`config.mk`:
```
export PLATFORM = sky130hd
export DESIGN_NAME = nmcu_host_issuer_flat
export DESIGN_NICKNAME = d
export VERILOG_FILES = /design/src/rtl/instr_pkg.sv /design/src/rtl/nmcu_host_issuer_if.sv /design/src/rtl/nmcu_host_issuer.sv /design/src/flat_wrapper.sv
export SDC_FILE = /design/constraint.sdc
export NUM_CORES = 1
export LEC_CHECK = 0
export BUFFER_PORTS_ARGS = -buffer_cell sky130_fd_sc_hd__buf_4
export CORE_MARGIN = 2
export CORE_UTILIZATION = 23
export CTS_CLUSTER_SIZE = 12
export DETAILED_ROUTE_END_ITERATION = 10
export GPL_TIMING_DRIVEN = 0
export PLACE_DENSITY = 0.38
export SETUP_SLACK_MARGIN = 0.1
export SLEW_MARGIN = 20
export SYNTH_ARGS = -nofsm -noshare
export SYNTH_HDL_FRONTEND = slang
export SYNTH_SLANG_ARGS = --single-unit
export TNS_END_PERCENT = 10
```
`constraint.sdc`:
```
create_clock -name clk -period 5.2 [get_ports clk]
set_input_delay 1.3 -clock clk [delete_from_list [all_inputs] [get_ports clk]]
set_output_delay 1.3 -clock clk [all_outputs]
set_load 0.01 [all_outputs]
```
`src/rtl/instr_pkg.sv`:
```
// Shared payload types for the host <-> NMCU instruction/response link.
package instr_pkg;

    typedef struct packed {
        logic [7:0]  opcode;
        logic [7:0]  tag;
        logic [15:0] operand;
    } instruction_t;

    typedef struct packed {
        logic [7:0]  tag;
        logic [15:0] data;
        logic        status;
    } nmcu_cpu_resp_t;

endpackage

```
`src/rtl/nmcu_host_issuer_if.sv`:
```
// Host/NMCU side signals of the host issuer; master is the issuer, slave its environment.
interface nmcu_host_issuer_if #(
    parameter int unsigned MAX_OUTSTANDING = 2
);
    import instr_pkg::*;

    logic                                 host_cmd_valid_i;
    instruction_t                         host_cmd_i;
    logic                                 host_cmd_ready_o;
    logic                                 cpu_instr_valid_o;
    instruction_t                         cpu_instruction_o;
    logic                                 cpu_instr_ready_i;
    logic                                 nmcu_resp_valid_i;
    nmcu_cpu_resp_t                       nmcu_response_i;
    logic                                 nmcu_resp_ready_o;
    logic                                 host_rsp_valid_o;
    nmcu_cpu_resp_t                       host_rsp_o;
    logic                                 host_rsp_ready_i;
    logic [$clog2(MAX_OUTSTANDING+1)-1:0] outstanding_o;
    logic                                 timeout_err_o;
    logic                                 spurious_err_o;
    logic                                 clear_err_i;
    logic                                 idle_o;

    modport master (
        input  host_cmd_valid_i, host_cmd_i, cpu_instr_ready_i,
               nmcu_resp_valid_i, nmcu_response_i, host_rsp_ready_i, clear_err_i,
        output host_cmd_ready_o, cpu_instr_valid_o, cpu_instruction_o,
               nmcu_resp_ready_o, host_rsp_valid_o, host_rsp_o,
               outstanding_o, timeout_err_o, spurious_err_o, idle_o
    );

    modport slave (
        output host_cmd_valid_i, host_cmd_i, cpu_instr_ready_i,
               nmcu_resp_valid_i, nmcu_response_i, host_rsp_ready_i, clear_err_i,
        input  host_cmd_ready_o, cpu_instr_valid_o, cpu_instruction_o,
               nmcu_resp_ready_o, host_rsp_valid_o, host_rsp_o,
               outstanding_o, timeout_err_o, spurious_err_o, idle_o
    );

endinterface

```
`src/rtl/nmcu_host_issuer.sv`:
```
// Host-side NMCU initiator: command FIFO, credit-gated issue, response FIFO and
// a watchdog that trips when outstanding instructions stop being answered.
module nmcu_host_issuer #(
    parameter int unsigned CMD_DEPTH       = 4,
    parameter int unsigned RSP_DEPTH       = 4,
    parameter int unsigned MAX_OUTSTANDING = 2,
    parameter int unsigned TIMEOUT_CYCLES  = 1024
) (
    input  logic               clk,
    input  logic               rst,
    nmcu_host_issuer_if.master bus
);
    import instr_pkg::*;

    localparam int unsigned CPW = $clog2(CMD_DEPTH);
    localparam int unsigned CCW = $clog2(CMD_DEPTH + 1);
    localparam int unsigned RPW = $clog2(RSP_DEPTH);
    localparam int unsigned RCW = $clog2(RSP_DEPTH + 1);
    localparam int unsigned OW  = $clog2(MAX_OUTSTANDING + 1);
    localparam int unsigned WDW = $clog2(TIMEOUT_CYCLES);

    localparam logic [WDW-1:0] WD_TRIP = WDW'(TIMEOUT_CYCLES - 2);
    localparam logic [WDW-1:0] WD_MAX  = WDW'(TIMEOUT_CYCLES - 1);

    typedef enum logic {ST_RUN, ST_ERR} state_t;

    state_t         state, state_next;

    instruction_t   cmd_mem [CMD_DEPTH];
    logic [CPW-1:0] cmd_wr_ptr, cmd_rd_ptr;
    logic [CCW-1:0] cmd_count, cmd_count_next;

    nmcu_cpu_resp_t rsp_mem [RSP_DEPTH];
    logic [RPW-1:0] rsp_wr_ptr, rsp_rd_ptr;
    logic [RCW-1:0] rsp_count, rsp_count_next;

    logic [OW-1:0]  outstanding, outstanding_next;
    logic [WDW-1:0] wd_count, wd_next;

    logic           instr_valid, instr_valid_next;
    logic           rsp_valid, rsp_valid_next;
    logic           timeout_err, spurious_err;
    logic           timeout_trip;
    logic           cmd_full, rsp_full;
    logic           cmd_push, issue_fire, rsp_push, rsp_pop, spurious;
    logic           cmd_avail;
    logic [31:0]    credit_sum;

    assign cmd_full   = (cmd_count == CCW'(CMD_DEPTH));
    assign rsp_full   = (rsp_count == RCW'(RSP_DEPTH));
    assign cmd_push   = bus.host_cmd_valid_i & ~cmd_full;
    assign issue_fire = instr_valid & bus.cpu_instr_ready_i;
    assign rsp_push   = bus.nmcu_resp_valid_i & ~rsp_full;
    assign rsp_pop    = rsp_valid & bus.host_rsp_ready_i;
    assign spurious   = rsp_push & (outstanding == '0);

    always_comb begin
        cmd_count_next = cmd_count + CCW'(cmd_push) - CCW'(issue_fire);
        rsp_count_next = rsp_count + RCW'(rsp_push) - RCW'(rsp_pop);

        // An instruction issued this cycle cannot be answered this cycle, so a
        // response seen with zero credits in use never consumes the new credit.
        outstanding_next = outstanding;
        if (spurious)
            outstanding_next = outstanding + OW'(issue_fire);
        else if (issue_fire & ~rsp_push)
            outstanding_next = outstanding + OW'(1);
        else if (~issue_fire & rsp_push)
            outstanding_next = outstanding - OW'(1);

        wd_next      = wd_count;
        timeout_trip = 1'b0;
        if (bus.clear_err_i | rsp_push | (outstanding == '0)) begin
            wd_next = '0;
        end else begin
            if (wd_count != WD_MAX)
                wd_next = wd_count + WDW'(1);
            timeout_trip = (state == ST_RUN) & (wd_count == WD_TRIP);
        end

        state_next = state;
        if (bus.clear_err_i)
            state_next = ST_RUN;
        else if (timeout_trip)
            state_next = ST_ERR;

        // Commands pushed this cycle are excluded so the head is never bypassed.
        cmd_avail  = (cmd_count != CCW'(issue_fire));
        credit_sum = 32'(outstanding_next) + 32'(rsp_count_next);

        instr_valid_next = (instr_valid & ~bus.cpu_instr_ready_i) |
                           (cmd_avail & (state_next == ST_RUN) &
                            (outstanding_next < OW'(MAX_OUTSTANDING)) &
                            (credit_sum < RSP_DEPTH));

        rsp_valid_next = (rsp_count != RCW'(rsp_pop));
    end

    always_ff @(posedge clk) begin
        if (rst) begin
            state        <= ST_RUN;
            cmd_wr_ptr   <= '0;
            cmd_rd_ptr   <= '0;
            cmd_count    <= '0;
            rsp_wr_ptr   <= '0;
            rsp_rd_ptr   <= '0;
            rsp_count    <= '0;
            outstanding  <= '0;
            wd_count     <= '0;
            instr_valid  <= 1'b0;
            rsp_valid    <= 1'b0;
            timeout_err  <= 1'b0;
            spurious_err <= 1'b0;
        end else begin
            state       <= state_next;
            cmd_count   <= cmd_count_next;
            rsp_count   <= rsp_count_next;
            outstanding <= outstanding_next;
            wd_count    <= wd_next;
            instr_valid <= instr_valid_next;
            rsp_valid   <= rsp_valid_next;

            if (cmd_push)
                cmd_wr_ptr <= cmd_wr_ptr + CPW'(1);
            if (issue_fire)
                cmd_rd_ptr <= cmd_rd_ptr + CPW'(1);
            if (rsp_push)
                rsp_wr_ptr <= rsp_wr_ptr + RPW'(1);
            if (rsp_pop)
                rsp_rd_ptr <= rsp_rd_ptr + RPW'(1);

            if (bus.clear_err_i)
                timeout_err <= 1'b0;
            else if (timeout_trip)
                timeout_err <= 1'b1;

            if (spurious)
                spurious_err <= 1'b1;
            else if (bus.clear_err_i)
                spurious_err <= 1'b0;
        end
    end

    always_ff @(posedge clk) begin
        if (cmd_push)
            cmd_mem[cmd_wr_ptr] <= bus.host_cmd_i;
        if (rsp_push)
            rsp_mem[rsp_wr_ptr] <= bus.nmcu_response_i;
    end

    assign bus.host_cmd_ready_o  = ~cmd_full;
    assign bus.cpu_instr_valid_o = instr_valid;
    assign bus.cpu_instruction_o = cmd_mem[cmd_rd_ptr];
    assign bus.nmcu_resp_ready_o = ~rsp_full;
    assign bus.host_rsp_valid_o  = rsp_valid;
    assign bus.host_rsp_o        = rsp_mem[rsp_rd_ptr];
    assign bus.outstanding_o     = outstanding;
    assign bus.timeout_err_o     = timeout_err;
    assign bus.spurious_err_o    = spurious_err;
    assign bus.idle_o            = (cmd_count == '0) & (rsp_count == '0) & (outstanding == '0);

endmodule

```
`src/flat_wrapper.sv`:
```
// flat-port wrapper written by rule: the top's interface ports become plain ports
module nmcu_host_issuer_flat import instr_pkg::*;
#(
    parameter int unsigned CMD_DEPTH       = 4,
    parameter int unsigned RSP_DEPTH       = 4,
    parameter int unsigned MAX_OUTSTANDING = 2,
    parameter int unsigned TIMEOUT_CYCLES  = 1024
)
  (clk, rst, bus_host_cmd_valid_i, bus_host_cmd_i, bus_cpu_instr_ready_i, bus_nmcu_resp_valid_i, bus_nmcu_response_i, bus_host_rsp_ready_i, bus_clear_err_i, bus_host_cmd_ready_o, bus_cpu_instr_valid_o, bus_cpu_instruction_o, bus_nmcu_resp_ready_o, bus_host_rsp_valid_o, bus_host_rsp_o, bus_outstanding_o, bus_timeout_err_o, bus_spurious_err_o, bus_idle_o);
  nmcu_host_issuer_if #(.MAX_OUTSTANDING(MAX_OUTSTANDING)) bus_i ();
  input  logic clk;
  input  logic rst;
  input wire logic [$bits(bus_i.host_cmd_valid_i)-1:0] bus_host_cmd_valid_i;
  input wire logic [$bits(bus_i.host_cmd_i)-1:0] bus_host_cmd_i;
  input wire logic [$bits(bus_i.cpu_instr_ready_i)-1:0] bus_cpu_instr_ready_i;
  input wire logic [$bits(bus_i.nmcu_resp_valid_i)-1:0] bus_nmcu_resp_valid_i;
  input wire logic [$bits(bus_i.nmcu_response_i)-1:0] bus_nmcu_response_i;
  input wire logic [$bits(bus_i.host_rsp_ready_i)-1:0] bus_host_rsp_ready_i;
  input wire logic [$bits(bus_i.clear_err_i)-1:0] bus_clear_err_i;
  output wire logic [$bits(bus_i.host_cmd_ready_o)-1:0] bus_host_cmd_ready_o;
  output wire logic [$bits(bus_i.cpu_instr_valid_o)-1:0] bus_cpu_instr_valid_o;
  output wire logic [$bits(bus_i.cpu_instruction_o)-1:0] bus_cpu_instruction_o;
  output wire logic [$bits(bus_i.nmcu_resp_ready_o)-1:0] bus_nmcu_resp_ready_o;
  output wire logic [$bits(bus_i.host_rsp_valid_o)-1:0] bus_host_rsp_valid_o;
  output wire logic [$bits(bus_i.host_rsp_o)-1:0] bus_host_rsp_o;
  output wire logic [$bits(bus_i.outstanding_o)-1:0] bus_outstanding_o;
  output wire logic [$bits(bus_i.timeout_err_o)-1:0] bus_timeout_err_o;
  output wire logic [$bits(bus_i.spurious_err_o)-1:0] bus_spurious_err_o;
  output wire logic [$bits(bus_i.idle_o)-1:0] bus_idle_o;
  assign bus_i.host_cmd_valid_i = bus_host_cmd_valid_i;
  assign bus_i.host_cmd_i = bus_host_cmd_i;
  assign bus_i.cpu_instr_ready_i = bus_cpu_instr_ready_i;
  assign bus_i.nmcu_resp_valid_i = bus_nmcu_resp_valid_i;
  assign bus_i.nmcu_response_i = bus_nmcu_response_i;
  assign bus_i.host_rsp_ready_i = bus_host_rsp_ready_i;
  assign bus_i.clear_err_i = bus_clear_err_i;
  assign bus_host_cmd_ready_o = bus_i.host_cmd_ready_o;
  assign bus_cpu_instr_valid_o = bus_i.cpu_instr_valid_o;
  assign bus_cpu_instruction_o = bus_i.cpu_instruction_o;
  assign bus_nmcu_resp_ready_o = bus_i.nmcu_resp_ready_o;
  assign bus_host_rsp_valid_o = bus_i.host_rsp_valid_o;
  assign bus_host_rsp_o = bus_i.host_rsp_o;
  assign bus_outstanding_o = bus_i.outstanding_o;
  assign bus_timeout_err_o = bus_i.timeout_err_o;
  assign bus_spurious_err_o = bus_i.spurious_err_o;
  assign bus_idle_o = bus_i.idle_o;
  nmcu_host_issuer #(.CMD_DEPTH(CMD_DEPTH), .RSP_DEPTH(RSP_DEPTH), .MAX_OUTSTANDING(MAX_OUTSTANDING), .TIMEOUT_CYCLES(TIMEOUT_CYCLES)) u_core (.clk(clk), .rst(rst), .bus(bus_i));
endmodule
```
### Word-level counts from Yosys, hierarchy flattened

Memories as Yosys holds them, arrays and structs flattened. A register that Yosys moved wholly into a read port is not among the register bits.
Cells that the tools add are included.

* bits in registers: 31
* bits in latches: 0
* RAM bits: 228
* memory bits (read-only): 0
* input bits: 64
* output and inout bits: 66
* logic and storage cells: 82
* memories kept: 2

Memory list
* u_core.cmd_mem: depth 4, width 32, read ports 1, clocked after Yosys merged registers in 1, write ports 1, line nmcu_host_issuer.sv:29 `instruction_t cmd_mem [CMD_DEPTH];`
* u_core.rsp_mem: depth 4, width 25, read ports 1, clocked after Yosys merged registers in 1, write ports 1, line nmcu_host_issuer.sv:33 `nmcu_cpu_resp_t rsp_mem [RSP_DEPTH];`

* add/sub/neg operators: 13
* multipliers: 0
* divide/modulo/power cells: 0
* $lt $le $gt $ge: 2
* equality and inequality tests: 6
* shifts and indexed selects: 0
* mux-type cells: 16
* bitwise operators: 24
* reduce and logical (&&, ||, !) cells: 6

Operator list (count)
* 32-bit by 3-bit < comparator with 1-bit output, second input constant: 1
* 1-bit AND: 14
* 2-bit 2-to-1 mux: 7
* 10-bit by 1-bit adder with 10-bit output, second input constant: 1
* 2-bit by 1-bit adder with 2-bit output, second input constant: 5
* 10-bit == test, second input constant: 1
* 10-bit inequality test, second input constant: 1
* 1-bit 2-to-1 mux: 9
* 1-bit NOT: 7
* 3-bit by 1-bit adder with 3-bit output: 2
* 3-bit == test, second input constant: 2
* 3-bit zero test: 2
* 3-bit by 1-bit inequality test with 1-bit output: 2
* 3-bit by 1-bit subtractor with 3-bit output: 2
* 2-bit by 3-bit adder with 4-bit output: 1
* 2-bit OR reduction: 2
* 1-bit bitwise OR: 3
* 2-bit by 1-bit adder with 2-bit output: 1
* 2-bit zero test: 1
* 2-bit < comparator, second input constant: 1
* 2-bit nonzero test: 1
* 2-bit by 1-bit subtractor with 2-bit output, second input constant: 1

### Longest topological paths before layout

Gate-level depths: netlist of run 1.

* depth in word-level cells: 13
* gate-level depth with buffers: 13
* gate-level depth less buffers: 12

### Worst setup path before layout of run 1

Ideal clock, no wire load.

* path kind: input port to flip-flop
* start: input bus_host_rsp_ready_i
* end: register u_core.instr_valid (netlist: u_core.bus.cpu_instr_valid_o)
* setup time: 0.092 ns
* arrival time: 3.175 ns
* required time: 5.108 ns
* setup slack: 1.933 ns
* cell stages on the path: 12
* path buffers: 0
* cell sequence: and2_1 ha_1 inv_1 ha_1 inv_1 fa_1 inv_1 ha_1 a211oi_1 o311a_1 o221ai_1 o32ai_1

* cells in the longest elaborated chain, start to end: 6

Ends and longest elaborated chain
* start: declaration: line flat_wrapper.sv:18 `input wire logic [$bits(bus_i.host_rsp_ready_i)-1:0] bus_host_rsp_ready_i;`
* 1-bit AND: line nmcu_host_issuer.sv:54 `assign rsp_pop = rsp_valid & bus.host_rsp_ready_i;`
* 3-bit by 1-bit subtractor with 3-bit output: line nmcu_host_issuer.sv:59 `rsp_count_next = rsp_count + RCW'(rsp_push) - RCW'(rsp_pop);`
* via u_core.rsp_count_next[1]: line nmcu_host_issuer.sv:35 `logic [RCW-1:0] rsp_count, rsp_count_next;`
* 2-bit by 3-bit adder with 4-bit output: line nmcu_host_issuer.sv:89 `credit_sum = 32'(outstanding_next) + 32'(rsp_count_next);`
* 32-bit by 3-bit < comparator with 1-bit output: line nmcu_host_issuer.sv:94 `(credit_sum < RSP_DEPTH));`
* 1-bit AND: line nmcu_host_issuer.sv:93 `(outstanding_next < OW'(MAX_OUTSTANDING)) &`
* 1-bit bitwise OR: line nmcu_host_issuer.sv:91 `instr_valid_next = (instr_valid & ~bus.cpu_instr_ready_i) |`
* end signal: assignment: line nmcu_host_issuer.sv:120 `instr_valid <= instr_valid_next;`
* end: declaration: line nmcu_host_issuer.sv:40 `logic instr_valid, instr_valid_next;`

The timed path passes the listed nets, and every way through them passes these cells.
A chain may end at the register's enable or synchronous reset.

==> impl_results.md, run 1 <==
* Sequential share of the synthesized area at 75.8%
* Critical path fanouts, max at 10
* Port Buffer Count at 129
* Crit-path cells: clkbuf_1 > buf_2 > mux4_2 > buf_4
* Vias in the first global route at 5,720
* Total global-route track usage at 9.93%
* Reg2Reg Depth at 13
* Final setup violation count at 0
* Hold Crit Class: register to register
* Commonest register cell after synthesis: edfxtp_1
* Max-cap violations at 0
* CTS Root Cell: clkbuf_16
* Pins Over Slew Limit at 0
* Setup crit end kind: output pin
* WL final at 22.0 mm
* Largest net degree at the start of global routing at 24
* Reg2Reg Setup Slack at 2.48 ns
* Setup crit start kind: register
* Number of primary I/O pins at 130
* Starting Density at 23.2%
* Detailed placement HPWL at 14.7 mm
* RSZ-0062 raised after global routing: no
* Antenna violations before repair at 1
* Run status: finished clean
* Unique cell type count in the Yosys netlist at 42
* Setup repair bufs after CTS at 0
* Worst-Skew Late Latency at 0.56 ns
* Router iterations before antenna repair at 4
* Cell count after synthesis at 495
* Static Leak at 0.00440 µW
* Mean post-synth cell area at 20.1 µm²
* Power Total at 5900 µW
* Hold_buf cts at 0
* Yosys warnings at 0
* Vias at 5,059
* Hold-critical path endpoint: u_core.state$_SDFF_PP0_
* Full die area at 45,000 µm²
* Worst EP arrival at 2.51 ns
* Die Wd at 212 µm
* Min-delay src: u_core.state$_SDFF_PP0_
* Post-route minimum period at 3.81 ns
* Longest Clk Path Bufs at 3
* Diodes inserted at 0
* Post-synth ARST share at 0%
* Filler cell count at 4,217
* First-pass GRT wire length at 33.8 mm
* WP data required at 3.90 ns
* Hold path cells at 2
* Rows at 76
* Crit Reg-Reg Endpoint: u_core.bus.cpu_instr_valid_o$_SDFF_PP0_
* Layout Cells excl Fill at 1,270
* Layout Nets at 747
* Post_cts resized at 0
* Slowest cell delay on critical path at 0.58 ns
* Core Box Area at 42,900 µm²
* CP Class: register to output pin
* #FFs+latches synth at 263
* Post-route cell area at 12,800 µm²
* Maximum vdd drop at 0.239 mV
* Sum Neg Setup Slack at 0 ns
* Tcrit/Tclk final at 73.4%
* DRC at 0
* Syn_nets at 578
* Vias per cell at 3.98
* Final Skew at 0.0147 ns
* Busiest layer in global routing: met2
* Average wire per standard cell at 17.4 µm
* Total grt overflow at 0
* Die height at 212 µm
* Post-synth EDFFs at 228
* Post-DP Area at 11,900 µm²
* Cells after DPL at 1,217
* Layout cell share with drive strength beyond 1 at 37.5%
* Clock transition at path regs at 0.06 ns
* Met2 usage at 17.6%
* Slowest-stage cell, CP: mux4_2
* Crit Reg-Reg Startpoint: u_core.rsp_count[1]$_SDFF_PP0_
* Slew @ Worst Pin at 0.766 ns
* Rel. slew slack at 49.0%
* Final Hold Vio Count at 0
* Final core utilization at 29.9%
* CTS sink cnt at 263
* Area Overhead vs Synth at 28.9%
* Met3 Use GR at 2.14%
* Post-route ant nets at 0
* Grt met1 use at 11.9%
* FMAX at 262 MHz
* Drt initial violations at 172
* P per Cell Area at 460 nW/µm²
* H-tree depth at 1
* CTS tree: yes
* Gpl congestion at 0.707
* TritonCTS buffer count at 30
* Synth Cell Area at 9960 µm²
-- synth_stat cells (3+ instances only) --
library cell / instances / share of area, %
and3_1: 11 / 0.69
nor2_1: 35 / 1.3
nor3_1: 3 / 0.15
xnor2_1: 9 / 0.79
buf_2: 5 / 0.25
dfxtp_1: 35 / 7.0
xor2_1: 7 / 0.62
a21oi_1: 5 / 0.25
inv_1: 19 / 0.72
nand2_1: 13 / 0.49
ha_1: 17 / 2.1
edfxtp_1: 228 / 69
clkbuf_1: 8 / 0.30
mux4_2: 57 / 13
nand3_1: 5 / 0.25
-- worst max-delay path, delay by kind of cell, from the launching register on --
kind,cells,cell delay [ns]
buffers and inverters,3,1.07
multiplexers,1,0.58
flip-flops,1,0.31
-- cells by family (layout without fill, tap and decap cells) --
family	after synthesis	in the layout	share of synthesized area [%]
xor gates and xnor gates	16	16	1.41
AOI/OAI and AO/OA	19	19	1.39
DFF	263	263	75.8
and+or+nand+nor	81	81	3.93
buffers and inverters	36	226	1.57
adders and majority gates	19	19	2.54
muxes	61	61	13.4
-- cells in the final DEF, fill, tap and decap left out, drive strengths merged, types with 2 or more instances in the layout --
cell | synthesis | final
a211oi | 2 | 2
mux4 | 57 | 57
nor3 | 3 | 3
fa | 2 | 2
xnor2 | 9 | 9
nor2b | 2 | 2
edfxtp | 228 | 228
o221ai | 2 | 2
clkinvlp | 0 | 2
a31oi | 2 | 2
inv | 19 | 19
mux2 | 2 | 2
nand4 | 2 | 2
buf | 9 | 146
and4 | 2 | 2
a21oi | 6 | 6
clkinv | 0 | 13
ha | 17 | 17
nand3 | 5 | 5
xor2 | 7 | 7
nor2 | 35 | 35
bufinv | 0 | 4
and3 | 11 | 11
nand2 | 13 | 13
mux2i | 2 | 2
dfxtp | 35 | 35
clkbuf | 8 | 42
and2 | 3 | 3
-- state kept, by name (all words and copies together), names as in the netlist, 3 cells and up, named ones only --
name	cells
u_core.cmd_mem	128
u_core.rsp_mem	100
u_core.wd_count	10
u_core.cmd_count	3
u_core.rsp_count	3
-- per-layer routing --
metal  up-vias  routed length (µm)
met3        37                1110
met5         -                  16
met4         2                 513
li1       2306                   -
met2       102               11400
met1      2612                8960
-- worst max-delay path by stage --
stage	start	end	slack, ns	cells past startpoint
2_1_floorplan	bus_host_rsp_ready_i	u_core.bus.cpu_instr_valid_o$_SDFF_PP0_	1.93	12
3_3_place_gp	bus_host_rsp_ready_i	u_core.bus.cpu_instr_valid_o$_SDFF_PP0_	1.47	13
3_5_place_dp	bus_cpu_instr_ready_i	u_core.bus.cpu_instr_valid_o$_SDFF_PP0_	1.41	12
4_1_cts	register	bus_host_rsp_o[8]	1.26	4
5_1_grt	register	bus_host_rsp_o[19]	1.15	4
6_report	register	bus_host_rsp_o[19]	1.39	4
-- layout make-up --
cell class	count	area, µm²	area share (%)
well taps	585	732	5.70
repair buffers	137	1160	9.03
multi-input cells	196	2260	17.6
clock inverters	19	191	1.49
flip-flops and latches	263	7550	58.8
inverters	19	71.3	0.556
clock buffers	34	787	6.13
plain buffers	17	85.1	0.663
-- where the power goes --
group / total, µW / internal, µW / switching [µW]
combinational: 1190 / 583 / 606
clock: 2100 / 1270 / 827
sequential: 2620 / 2540 / 76.2
total: 5900 / 4390 / 1510
-- metrics by stage --
step | hold WS, ns | worst slack (ns)
2_1_floorplan | 0.438 | 1.93
3_3_place_gp | 0.457 | 1.47
3_5_place_dp | 0.462 | 1.41
4_1_cts | 0.476 | 1.26
5_1_grt | 0.517 | 1.15
6_report | 0.477 | 1.39
No activity file was read; power rests on OpenSTA's default activity.
==> inputs of run 2 (changes only) <==
Settings changed: ABC_AREA set to 1.
Clock period 5.2 ns to 3.8 ns, I/O delays scaled along.
==> impl_results.md, run 2 <==
* Mean post-synth cell area at 12.9 µm²
* CTS sink cnt at 263
* Synth area leaders: edfxtp_1, dfxtp_1, o21ai_0, nor2_1, o22ai_1
* Die Wd at 215 µm
* Maximum vdd drop at 0.324 mV
* Worst-Skew Late Latency at 0.56 ns
* Setup WS pre-CTS at 0.589 ns
* Sequential share of the synthesized area at 73.8%
* Part of the power in combinational logic at 21.4%
* WL final at 26.5 mm
* Max-cap violations at 0
* Average wire per standard cell at 16.8 µm
* Number of primary I/O pins at 130
* Max reg flops at 128
* Cell taking the most area after synthesis: edfxtp_1
* Worst EP arrival at 2.34 ns
* Final Hold Vio Count at 0
* Largest net degree at the start of global routing at 21
* Cell count after synthesis at 795
* Router iterations before antenna repair at 4
* Post-route minimum period at 3.29 ns
* RSZ-0062 raised after global routing: no
* Commonest non-fill, non-tap cells in the layout: edfxtp_1, nor2_1, buf_4, o21ai_0, o22ai_1
* Area Overhead vs Synth at 28.7%
* Sequential Power Share at 43.8%
* Psw at 2310 µW
* Die height at 215 µm
* Vias in the first global route at 6,795
* Port Buffer Count at 129
* Tcrit/Tclk final at 86.6%
* Rel. slew slack at 52.0%
* P per Cell Area at 620 nW/µm²
* Pins Over Slew Limit at 0
* Sw Ratio at 28.3%
* Syn_nets at 878
* Final core utilization at 29.9%
* Drt initial violations at 375
* Top reg by flops: u_core.cmd_mem
* Slack of the critical path at 0.510 ns
* Gpl congestion at 0.700
* Final setup violation count at 0
* Yosys warnings at 0
* CTS Root Cell: clkbuf_16
* Clock transition at path regs at 0.06 ns
* Int Pwr at 5850 µW
* DRC at 0
* Core Box Area at 44,000 µm²
* Setup crit end kind: output pin
* Highest metal used: met4
* WP data required at 2.85 ns
* Full die area at 46,100 µm²
* Longest Clk Path Bufs at 3
* Rows at 77
* Layout cell share with drive strength beyond 1 at 21.5%
* First-pass GRT wire length at 41.3 mm
* FMAX at 304 MHz
* Setup repair bufs after CTS at 0
* Post-synth top area share at 67.0%
* #FFs+latches synth at 263
* Detailed placement HPWL at 17.4 mm
* Starting Density at 23.2%
* Post_cts resized at 0
* Metal2 WL at 12.1 mm
* CTS tree: yes
* Hold_buf cts at 0
* Total global-route track usage at 11.4%
* Setup crit start kind: register
* Hold Crit Class: register to register
* Synth cell count leaders: edfxtp_1, nor2_1, o21ai_0, o22ai_1, inv_1
* TritonCTS buffer count at 31
* Met3 wire length at 1.21 mm
* Layout Nets at 1,048
* Vias at 6,505
* Critical path fanouts, max at 10
* Count leader, synth: edfxtp_1
* Slew @ Worst Pin at 0.719 ns
* Static Leak at 0.00472 µW
* Filler cell count at 4,515
* Final Skew at 0.0147 ns
* Total grt overflow at 0
* Commonest register cell after synthesis: edfxtp_1
* Unique cell type count in the Yosys netlist at 34
* Diodes inserted at 0
* Met1 WL at 12.6 mm
* Post-synth ARST share at 0%
* Clock share of power at 34.8%
* CP Class: register to output pin
* Antenna violations before repair at 0
* Sum Neg Setup Slack at 0 ns
* Run status: finished clean
* Vias per cell at 4.12
* Post-synth EDFFs at 228
* Post-route ant nets at 0
* H-tree depth at 1
* Commonest non-fill, non-tap cell in the layout: edfxtp_1
* Top flop regs: u_core.cmd_mem: 128 flops, u_core.rsp_mem: 100 flops, u_core.wd_count: 10 flops
* Synth Cell Area at 10,200 µm²
## run 2: final timing paths
| check | from | end | slack (ns) | depth (start not counted) |
|---|---|---|---|---|
| hold reg to reg | u_core.wd_count[7]$_SDFFE_PP0P_ | u_core.wd_count[7]$_SDFFE_PP0P_ | 0.47 | 2 |
| setup reg to reg | u_core.rsp_count[1]$_SDFF_PP0_ | u_core.bus.cpu_instr_valid_o$_SDFF_PP0_ | 1.28 | 14 |
| hold / removal | u_core.wd_count[7]$_SDFFE_PP0P_ | u_core.wd_count[7]$_SDFFE_PP0P_ | 0.47 | 2 |
| setup / recovery | register | bus_cpu_instruction_o[8] | 0.51 | 6 |
## run 2: kinds of logic after synthesis
group	count (synthesis)	synth area share, %
xor+xnor	6	0.514
simple gates	221	9.35
compound gates	197	10.5
fa+ha+maj	19	2.47
flops	263	73.8
buf+inv	89	3.30
## run 2: layout make-up
type / count / area (µm²) / area share (%)
multi-input combinational: 443 / 2400 / 18.2
clock buffer: 38 / 802 / 6.10
sequential: 263 / 7550 / 57.4
clock inverter: 18 / 165 / 1.26
inverter: 53 / 201 / 1.53
timing repair buffer: 137 / 1170 / 8.86
tap: 592 / 741 / 5.63
buffer: 36 / 136 / 1.04
## run 2: worst max-delay path: stages (launching register included)
cell and delay [ns]:
dfxtp_1 0.31, buf_2 0.25, clkinv_1 0.31, clkbuf_1 0.36
o21ai_0 0.23, o22ai_1 0.13, buf_4 0.17
## run 2: power groups by stage
| stage | sequential, µW | combinational (µW) | clock, µW |
|---|---|---|---|
| finish | 3570 | 1740 | 2840 |
| global route | 3600 | 1980 | 3040 |
| CTS | 3570 | 1800 | 2940 |
| detailed placement | 3630 | 1790 | 0 |
| floorplan | 3630 | 920 | 0 |
| global placement | 3660 | 1710 | 0 |
## run 2: through the flow
| step | area [µm²] | instances | power (µW) | hold WS [ns] |
|---|---|---|---|---|
| 3_5_place_dp | 12200 | 1524 | 5420 | 0.459 |
| 5_1_grt | 13200 | 1580 | 8620 | 0.500 |
| 2_1_floorplan | 10200 | 795 | 4550 | 0.437 |
| 3_3_place_gp | 11900 | 1516 | 5360 | 0.458 |
| 4_1_cts | 13200 | 1580 | 8310 | 0.474 |
| 6_report | 13200 | 1580 | 8160 | 0.465 |
## run 2: layer usage
layer	vias to the layer above	global-route usage [%]
met4	0	3.19
met2	123	18.1
li1	3206	-
met5	-	0
met1	3137	16.2
met3	39	1.84
